--- src/rtl/fifo_pkg.sv ---
// Shared sizing and types for the single-clock FIFO wrapper.
package fifo_pkg;

  localparam int unsigned DATA_WIDTH = 8;
  localparam int unsigned DEPTH      = 16;
  localparam int unsigned ADDR_WIDTH = $clog2(DEPTH);
  localparam int unsigned PTR_WIDTH  = ADDR_WIDTH + 1;

  typedef logic [DATA_WIDTH-1:0] data_t;
  typedef logic [PTR_WIDTH-1:0]  ptr_t;
  typedef logic                  bit_t;

endpackage

--- src/rtl/afifo_if.sv ---
// FIFO client bundle; mdr is the FIFO side, tst is the driver side.
interface afifo_if #(
  parameter int unsigned DATA_WIDTH = fifo_pkg::DATA_WIDTH,
  parameter int unsigned DEPTH      = fifo_pkg::DEPTH
);

  localparam int unsigned CNT_WIDTH = $clog2(DEPTH) + 1;

  logic                  push;
  logic [DATA_WIDTH-1:0] wdata;
  logic                  pop;
  logic [DATA_WIDTH-1:0] rdata;
  logic                  full;
  logic                  empty;
  logic [CNT_WIDTH-1:0]  count;
  logic                  overflow;
  logic                  underflow;

  modport mdr (
    input  push, wdata, pop,
    output rdata, full, empty, count, overflow, underflow
  );

  modport tst (
    output push, wdata, pop,
    input  rdata, full, empty, count, overflow, underflow
  );

endinterface

--- src/rtl/fifo_mem.sv ---
// DEPTH x DATA_WIDTH storage: synchronous write port, registered read port.
module fifo_mem
  import fifo_pkg::*;
#(
  parameter int unsigned DATA_WIDTH = fifo_pkg::DATA_WIDTH,
  parameter int unsigned DEPTH      = fifo_pkg::DEPTH,
  localparam int unsigned ADDR_WIDTH = $clog2(DEPTH)
) (
  input  logic                  i_clk,
  input  logic                  i_rst,
  input  logic                  i_we,
  input  logic [ADDR_WIDTH-1:0] i_waddr,
  input  logic [DATA_WIDTH-1:0] i_wdata,
  input  logic                  i_re,
  input  logic [ADDR_WIDTH-1:0] i_raddr,
  output logic [DATA_WIDTH-1:0] o_rdata
);

  logic [DATA_WIDTH-1:0] r_mem [DEPTH];
  logic [DATA_WIDTH-1:0] r_rdata;

  // Storage array is never reset; stale words are unreachable once pointers clear.
  always_ff @(posedge i_clk) begin
    if (i_we) begin
      r_mem[i_waddr] <= i_wdata;
    end
  end

  always_ff @(posedge i_clk) begin
    if (i_rst) begin
      r_rdata <= '0;
    end else if (i_re) begin
      r_rdata <= r_mem[i_raddr];
    end
  end

  assign o_rdata = r_rdata;

endmodule

--- src/rtl/fifo_wrapper.sv ---
// Single-clock FIFO: pointer, flag and error-pulse logic around fifo_mem.
module fifo_wrapper
  import fifo_pkg::*;
#(
  parameter int unsigned DATA_WIDTH = fifo_pkg::DATA_WIDTH,
  parameter int unsigned DEPTH      = fifo_pkg::DEPTH
) (
  input  logic   wrclk,
  input  logic   arst_n,
  input  logic   rdclk,
  afifo_if.mdr   itf
);

  localparam int unsigned ADDR_WIDTH = $clog2(DEPTH);
  localparam int unsigned PTR_WIDTH  = ADDR_WIDTH + 1;

  logic [PTR_WIDTH-1:0]  r_wr_ptr;
  logic [PTR_WIDTH-1:0]  r_rd_ptr;
  bit_t                  r_overflow;
  bit_t                  r_underflow;

  bit_t                  w_full;
  bit_t                  w_empty;
  bit_t                  w_push_ok;
  bit_t                  w_pop_ok;
  logic [PTR_WIDTH-1:0]  w_count;
  logic [DATA_WIDTH-1:0] w_rdata;
  logic                  w_unused_rdclk;

  // rdclk exists only to keep the legacy pinout.
  assign w_unused_rdclk = rdclk;

  // Extra pointer MSB separates full from empty when the indices match.
  assign w_empty = (r_wr_ptr == r_rd_ptr);
  assign w_full  = (r_wr_ptr[ADDR_WIDTH] != r_rd_ptr[ADDR_WIDTH]) &&
                   (r_wr_ptr[ADDR_WIDTH-1:0] == r_rd_ptr[ADDR_WIDTH-1:0]);
  assign w_count = r_wr_ptr - r_rd_ptr;

  assign w_push_ok = itf.push & ~w_full  & ~arst_n;
  assign w_pop_ok  = itf.pop  & ~w_empty & ~arst_n;

  always_ff @(posedge wrclk) begin
    if (arst_n) begin
      r_wr_ptr    <= '0;
      r_rd_ptr    <= '0;
      r_overflow  <= 1'b0;
      r_underflow <= 1'b0;
    end else begin
      if (w_push_ok) begin
        r_wr_ptr <= r_wr_ptr + PTR_WIDTH'(1);
      end
      if (w_pop_ok) begin
        r_rd_ptr <= r_rd_ptr + PTR_WIDTH'(1);
      end
      r_overflow  <= itf.push & w_full;
      r_underflow <= itf.pop  & w_empty;
    end
  end

  fifo_mem #(
    .DATA_WIDTH (DATA_WIDTH),
    .DEPTH      (DEPTH)
  ) u_mem (
    .i_clk   (wrclk),
    .i_rst   (arst_n),
    .i_we    (w_push_ok),
    .i_waddr (r_wr_ptr[ADDR_WIDTH-1:0]),
    .i_wdata (itf.wdata),
    .i_re    (w_pop_ok),
    .i_raddr (r_rd_ptr[ADDR_WIDTH-1:0]),
    .o_rdata (w_rdata)
  );

  assign itf.rdata     = w_rdata;
  assign itf.full      = w_full;
  assign itf.empty     = w_empty;
  assign itf.count     = w_count;
  assign itf.overflow  = r_overflow;
  assign itf.underflow = r_underflow;

endmodule

--- src/flat_wrapper.sv ---
// flat-port wrapper written by rule: the top's interface ports become plain ports
module fifo_wrapper_flat import fifo_pkg::*;
#(
  parameter int unsigned DATA_WIDTH = fifo_pkg::DATA_WIDTH,
  parameter int unsigned DEPTH      = fifo_pkg::DEPTH
)
  (wrclk, arst_n, rdclk, itf_push, itf_wdata, itf_pop, itf_rdata, itf_full, itf_empty, itf_count, itf_overflow, itf_underflow);
  afifo_if #(.DATA_WIDTH(DATA_WIDTH), .DEPTH(DEPTH)) itf_i ();
  input  logic wrclk;
  input  logic arst_n;
  input  logic rdclk;
  input wire logic [$bits(itf_i.push)-1:0] itf_push;
  input wire logic [$bits(itf_i.wdata)-1:0] itf_wdata;
  input wire logic [$bits(itf_i.pop)-1:0] itf_pop;
  output wire logic [$bits(itf_i.rdata)-1:0] itf_rdata;
  output wire logic [$bits(itf_i.full)-1:0] itf_full;
  output wire logic [$bits(itf_i.empty)-1:0] itf_empty;
  output wire logic [$bits(itf_i.count)-1:0] itf_count;
  output wire logic [$bits(itf_i.overflow)-1:0] itf_overflow;
  output wire logic [$bits(itf_i.underflow)-1:0] itf_underflow;
  assign itf_i.push = itf_push;
  assign itf_i.wdata = itf_wdata;
  assign itf_i.pop = itf_pop;
  assign itf_rdata = itf_i.rdata;
  assign itf_full = itf_i.full;
  assign itf_empty = itf_i.empty;
  assign itf_count = itf_i.count;
  assign itf_overflow = itf_i.overflow;
  assign itf_underflow = itf_i.underflow;
  fifo_wrapper #(.DATA_WIDTH(DATA_WIDTH), .DEPTH(DEPTH)) u_core (.wrclk(wrclk), .arst_n(arst_n), .rdclk(rdclk), .itf(itf_i));
endmodule
--- config.mk ---
export PLATFORM = sky130hd
export DESIGN_NAME = fifo_wrapper_flat
export DESIGN_NICKNAME = d
export VERILOG_FILES = /design/src/rtl/fifo_pkg.sv /design/src/rtl/afifo_if.sv /design/src/rtl/fifo_mem.sv /design/src/rtl/fifo_wrapper.sv /design/src/flat_wrapper.sv
export SDC_FILE = /design/constraint.sdc
export NUM_CORES = 1
export LEC_CHECK = 0
export BUFFER_PORTS_ARGS = -buffer_cell sky130_fd_sc_hd__clkbuf_2
export CAP_MARGIN = 25
export CELL_PAD_IN_SITES_DETAIL_PLACEMENT = 0
export CELL_PAD_IN_SITES_GLOBAL_PLACEMENT = 1
export CORE_MARGIN = 5
export CORE_UTILIZATION = 45
export CTS_CLUSTER_DIAMETER = 100
export CTS_CLUSTER_SIZE = 20
export DETAILED_ROUTE_END_ITERATION = 8
export PLACE_DENSITY_LB_ADDON = 0.1
export SYNTH_ARGS = -nofsm -noshare
export SYNTH_HDL_FRONTEND = slang
export SYNTH_HIERARCHICAL = 1
export SYNTH_SLANG_ARGS = --single-unit
--- constraint.sdc ---
create_clock -name wrclk -period 3.3 [get_ports wrclk]
set_input_delay 0.165 -clock wrclk [delete_from_list [all_inputs] [get_ports wrclk]]
set_output_delay 0.165 -clock wrclk [all_outputs]
set_load 0.005 [all_outputs]
==> results.sh <==
export IMPL_cts_tree="yes"
export IMPL_die_area_sq_mm=0.01581
export IMPL_swShare=0.2101
export IMPL_gp_congestion=0.8064
export IMPL_period_share=0.7981
export IMPL_drv_cap=0
export IMPL_grt_max_degree=36
export IMPL_pwr_share_comb=0.077
export IMPL_place_port_buffers=28
export IMPL_clock_tree_root_cell="clkbuf_16"
export IMPL_ff2ff_setup_slack_ns=0.67
export IMPL_min_to="u_core/itf.overflow$_SDFF_PP0_"
export IMPL_place_ws_ns=0.6626
export IMPL_fmax_ghz=0.3797
export IMPL_fillCellCount=1110
export IMPL_final_hold_violation_count=0
export IMPL_route_detailed_drc=0
export IMPL_crit_family="simple AND/OR/NAND/NOR gates"
export IMPL_num_io_pins=30
export IMPL_vias_per_cell=5.219
export IMPL_yosysTopAreaCellShare=0.6376
export IMPL_wirelength_um=12060
export IMPL_drtIter0Drc=214
export IMPL_gr_usage_met3=0.04361
export IMPL_synth_ff_latch_count=148
export IMPL_antenna_left=0
export IMPL_leakagePower_nw=2.327
export IMPL_final_setup_worst_slack_ns=0.6663
export IMPL_min_path_cells=2
export IMPL_hold_class="in2reg"
export IMPL_antenna_found_initial=0
export IMPL_worst_path_buf_inv=2
export IMPL_powerDensity_mw_per_mm2=618.0
export IMPL_drive_gt1_frac=0.1852
export IMPL_clock_path_buffers=2
export IMPL_yosys_warnings=6
export IMPL_arrival_ns=2.75
export IMPL_setup_violations_final=0
export IMPL_drv_slew=0
export IMPL_final_nets=466
export IMPL_cts_hold_buf=0
export IMPL_chipHeight_um=125.7
export IMPL_synth_area_leader_cell="edfxtp_1"
export IMPL_h_tree_depth=4
export IMPL_r2r_end="u_core/u_mem/r_mem[0][5]$_DFFE_PP_"
export IMPL_met2_usage=0.2609
export IMPL_synthTopCellsByCount="edfxtp_1 (128), mux2i_1 (66), nor2_1 (27), nand3_1 (26), a22oi_1 (24)"
export IMPL_grt_first_pass_wirelength_um=19000
export IMPL_dieWidth_um=125.7
export IMPL_status="finished clean"
export IMPL_end_kind="flop"
export IMPL_yosysMostFrequentCell="edfxtp_1"
export IMPL_seq_area_frac_synth=0.7040
export IMPL_clock_power_share=0.441
export IMPL_p_sw_mw=0.9136
export IMPL_synth_ff_type="edfxtp_1"
export IMPL_syn_nets=411
export IMPL_cp_slowest_cell="or3b_2"
export IMPL_p_seq_frac=0.482
export IMPL_fin_setup_tns_ns=0
export IMPL_startpoint_type="flop"
export IMPL_syn_area_per_cell_sq_um=15.42
export IMPL_n_antenna_cell=0
export IMPL_wl_per_cell_um=18.99
export IMPL_track_usage=0.1615
export IMPL_dp_hpwl_um=7777
export IMPL_ys_types=36
export IMPL_p_int_mw=3.434
export IMPL_worstSetupPathDepth=8
export IMPL_yosys_top_cells_area="edfxtp_1 (64%), mux2i_1 (11%), dfxtp_1 (6.6%), a22oi_1 (3.0%), nand3_1 (2.2%)"
export IMPL_cts_buffers=17
export IMPL_grt_busiest_layer="met2"
export IMPL_cts_resized=0
export IMPL_worst_slew_pin_slew_ns=0.8129
export IMPL_rows=42
export IMPL_synthArstFlopShare=0
export IMPL_grt_pass1_vias=3340
export IMPL_r2r_cells=8
export IMPL_initial_core_util=0.4570
export IMPL_synthCells=391
export IMPL_required_ns=3.41
export IMPL_firstDrtPassIters=4
export IMPL_clock_skew_ns=0.01136
export IMPL_insertion_delay_ns=0.41
export IMPL_vias=3314
export IMPL_criticalPathCategory="reg2reg"
export IMPL_grt_ovfl_total=0
export IMPL_rsz0062_at_grt="no"
export IMPL_period_minus_slack_ns=2.634
export IMPL_holdCritStartpoint="itf_push"
export IMPL_ir_drop_mv=0.2767
export IMPL_r2r_start="u_core/r_wr_ptr[0]$_SDFFE_PP0P_"
export IMPL_synth_edff_count=128
export IMPL_clk_pin_slew_ns=0.06
export IMPL_synth_area_sq_mm=0.006028
export IMPL_coreArea_sq_mm=0.01319
export IMPL_critPathMaxFanout=10
export IMPL_post_cts_buffers=0
export IMPL_area_growth_pct=16.69
export IMPL_max_stage_delay_ns=0.52
export IMPL_cp_cell_sequence="inv_1, ha_1, nand4_1, o21ai_1, nor2_1, or3b_2, nor3_1, buf_4"
export IMPL_slew_headroom=0.4580
export IMPL_clkSinkCount=148
export IMPL_grtUsageMet1=0.2138
## worst max-delay path by stage
stage	start	endpoint	slack (ns)
floorplan	u_core/r_wr_ptr[0]$_SDFFE_PP0P_	u_core/u_mem/r_mem[0][0]$_DFFE_PP_	0.42
global placement	u_core/r_wr_ptr[0]$_SDFFE_PP0P_	u_core/u_mem/r_mem[0][4]$_DFFE_PP_	0.69
detailed placement	u_core/r_wr_ptr[0]$_SDFFE_PP0P_	u_core/u_mem/r_mem[0][4]$_DFFE_PP_	0.66
CTS	u_core/r_wr_ptr[0]$_SDFFE_PP0P_	u_core/u_mem/r_mem[0][5]$_DFFE_PP_	0.65
global route	u_core/r_wr_ptr[0]$_SDFFE_PP0P_	u_core/u_mem/r_mem[0][5]$_DFFE_PP_	0.41
finish	u_core/r_wr_ptr[0]$_SDFFE_PP0P_	u_core/u_mem/r_mem[0][5]$_DFFE_PP_	0.67
## power groups by stage
| stage | Clock (mW) | Sequential [mW] | Combinational [mW] |
|---|---|---|---|
| floorplan | 0 | 2.13 | 0.189 |
| global placement | 0 | 2.13 | 0.334 |
| detailed placement | 0 | 2.13 | 0.338 |
| CTS | 1.97 | 2.10 | 0.340 |
| global route | 2.04 | 2.10 | 0.378 |
| finish | 1.92 | 2.10 | 0.334 |
## layout by cell type (no fill, tap or decap), drive strengths merged
| master | instances |
|---|---|
| xor2 | 4 |
| clkinv | 5 |
| nor3b | 1 |
| bufinv | 3 |
| buf | 23 |
| a21o | 2 |
| nand3b | 3 |
| or3 | 1 |
| nand2b | 2 |
| dfxtp | 20 |
| nor2 | 27 |
| o211ai | 2 |
| edfxtp | 128 |
| and2 | 1 |
| nor2b | 2 |
| a21oi | 14 |
| nor3 | 4 |
| inv | 6 |
| nand4 | 4 |
| nand3 | 26 |
| or3b | 1 |
| fa | 1 |
| ha | 6 |
| and4 | 1 |
| clkinvlp | 2 |
| a22oi | 24 |
| nor4b | 1 |
| o21ai | 3 |
| and3b | 1 |
| mux2i | 66 |
| xnor2 | 8 |
| nand2 | 17 |
| clkbuf | 50 |
## logic make-up after synthesis
group / after synthesis / share of synthesized area
compound gates: 45 / 0.04960
xor+xnor: 12 / 0.01868
fa+ha+maj: 7 / 0.01577
buf+inv: 21 / 0.02802
flops: 148 / 0.7040
mux: 66 / 0.1096
simple gates: 92 / 0.07430
## layout make-up
type,count,area (sq um),area share
Timing Repair Buffer,51,325.3,0.04625
Inverter,6,22.52,0.003202
Multi-Input combinational cell,222,1615,0.2296
Sequential cell,148,4248,0.6039
Clock inverter,10,128.9,0.01832
Tap cell,176,220.2,0.03131
Clock buffer,22,474.2,0.06741
## through the flow
stage / area (sq um) / total power [mW] / utilization / hold slack (ns) / instances
after floorplan: 6028 / 2.315 / - / 0.2341 / 391
after global placement: 6411 / 2.466 / 0.4861 / 0.4424 / 602
after detailed placement: 6431 / 2.472 / 0.4876 / 0.4465 / 603
after CTS: 7034 / 4.402 / 0.5333 / 0.03101 / 635
after global routing: 7034 / 4.521 / 0.5333 / 0.04049 / 635
final: 7034 / 4.347 / 0.5333 / 0.05213 / 635
## per-layer routing
layer | vias to the layer above | wire length, um
li1 | 1611 | -
met1 | 1609 | 5199
met2 | 85 | 5999
met3 | 9 | 732
met4 | 0 | 126
met5 | - | 0
## state kept, by name, summed over array words and instances, names as in the netlist
| signal | flops |
|---|---|
| u_core/r_wr_ptr | 5 |
| u_core/u_mem/o_rdata | 8 |
| u_core/r_rd_ptr | 5 |
| u_core/u_mem/r_mem | 128 |
| u_core/itf.overflow | 1 |
| u_core/itf.underflow | 1 |
Power figures use the tool's default switching activity.
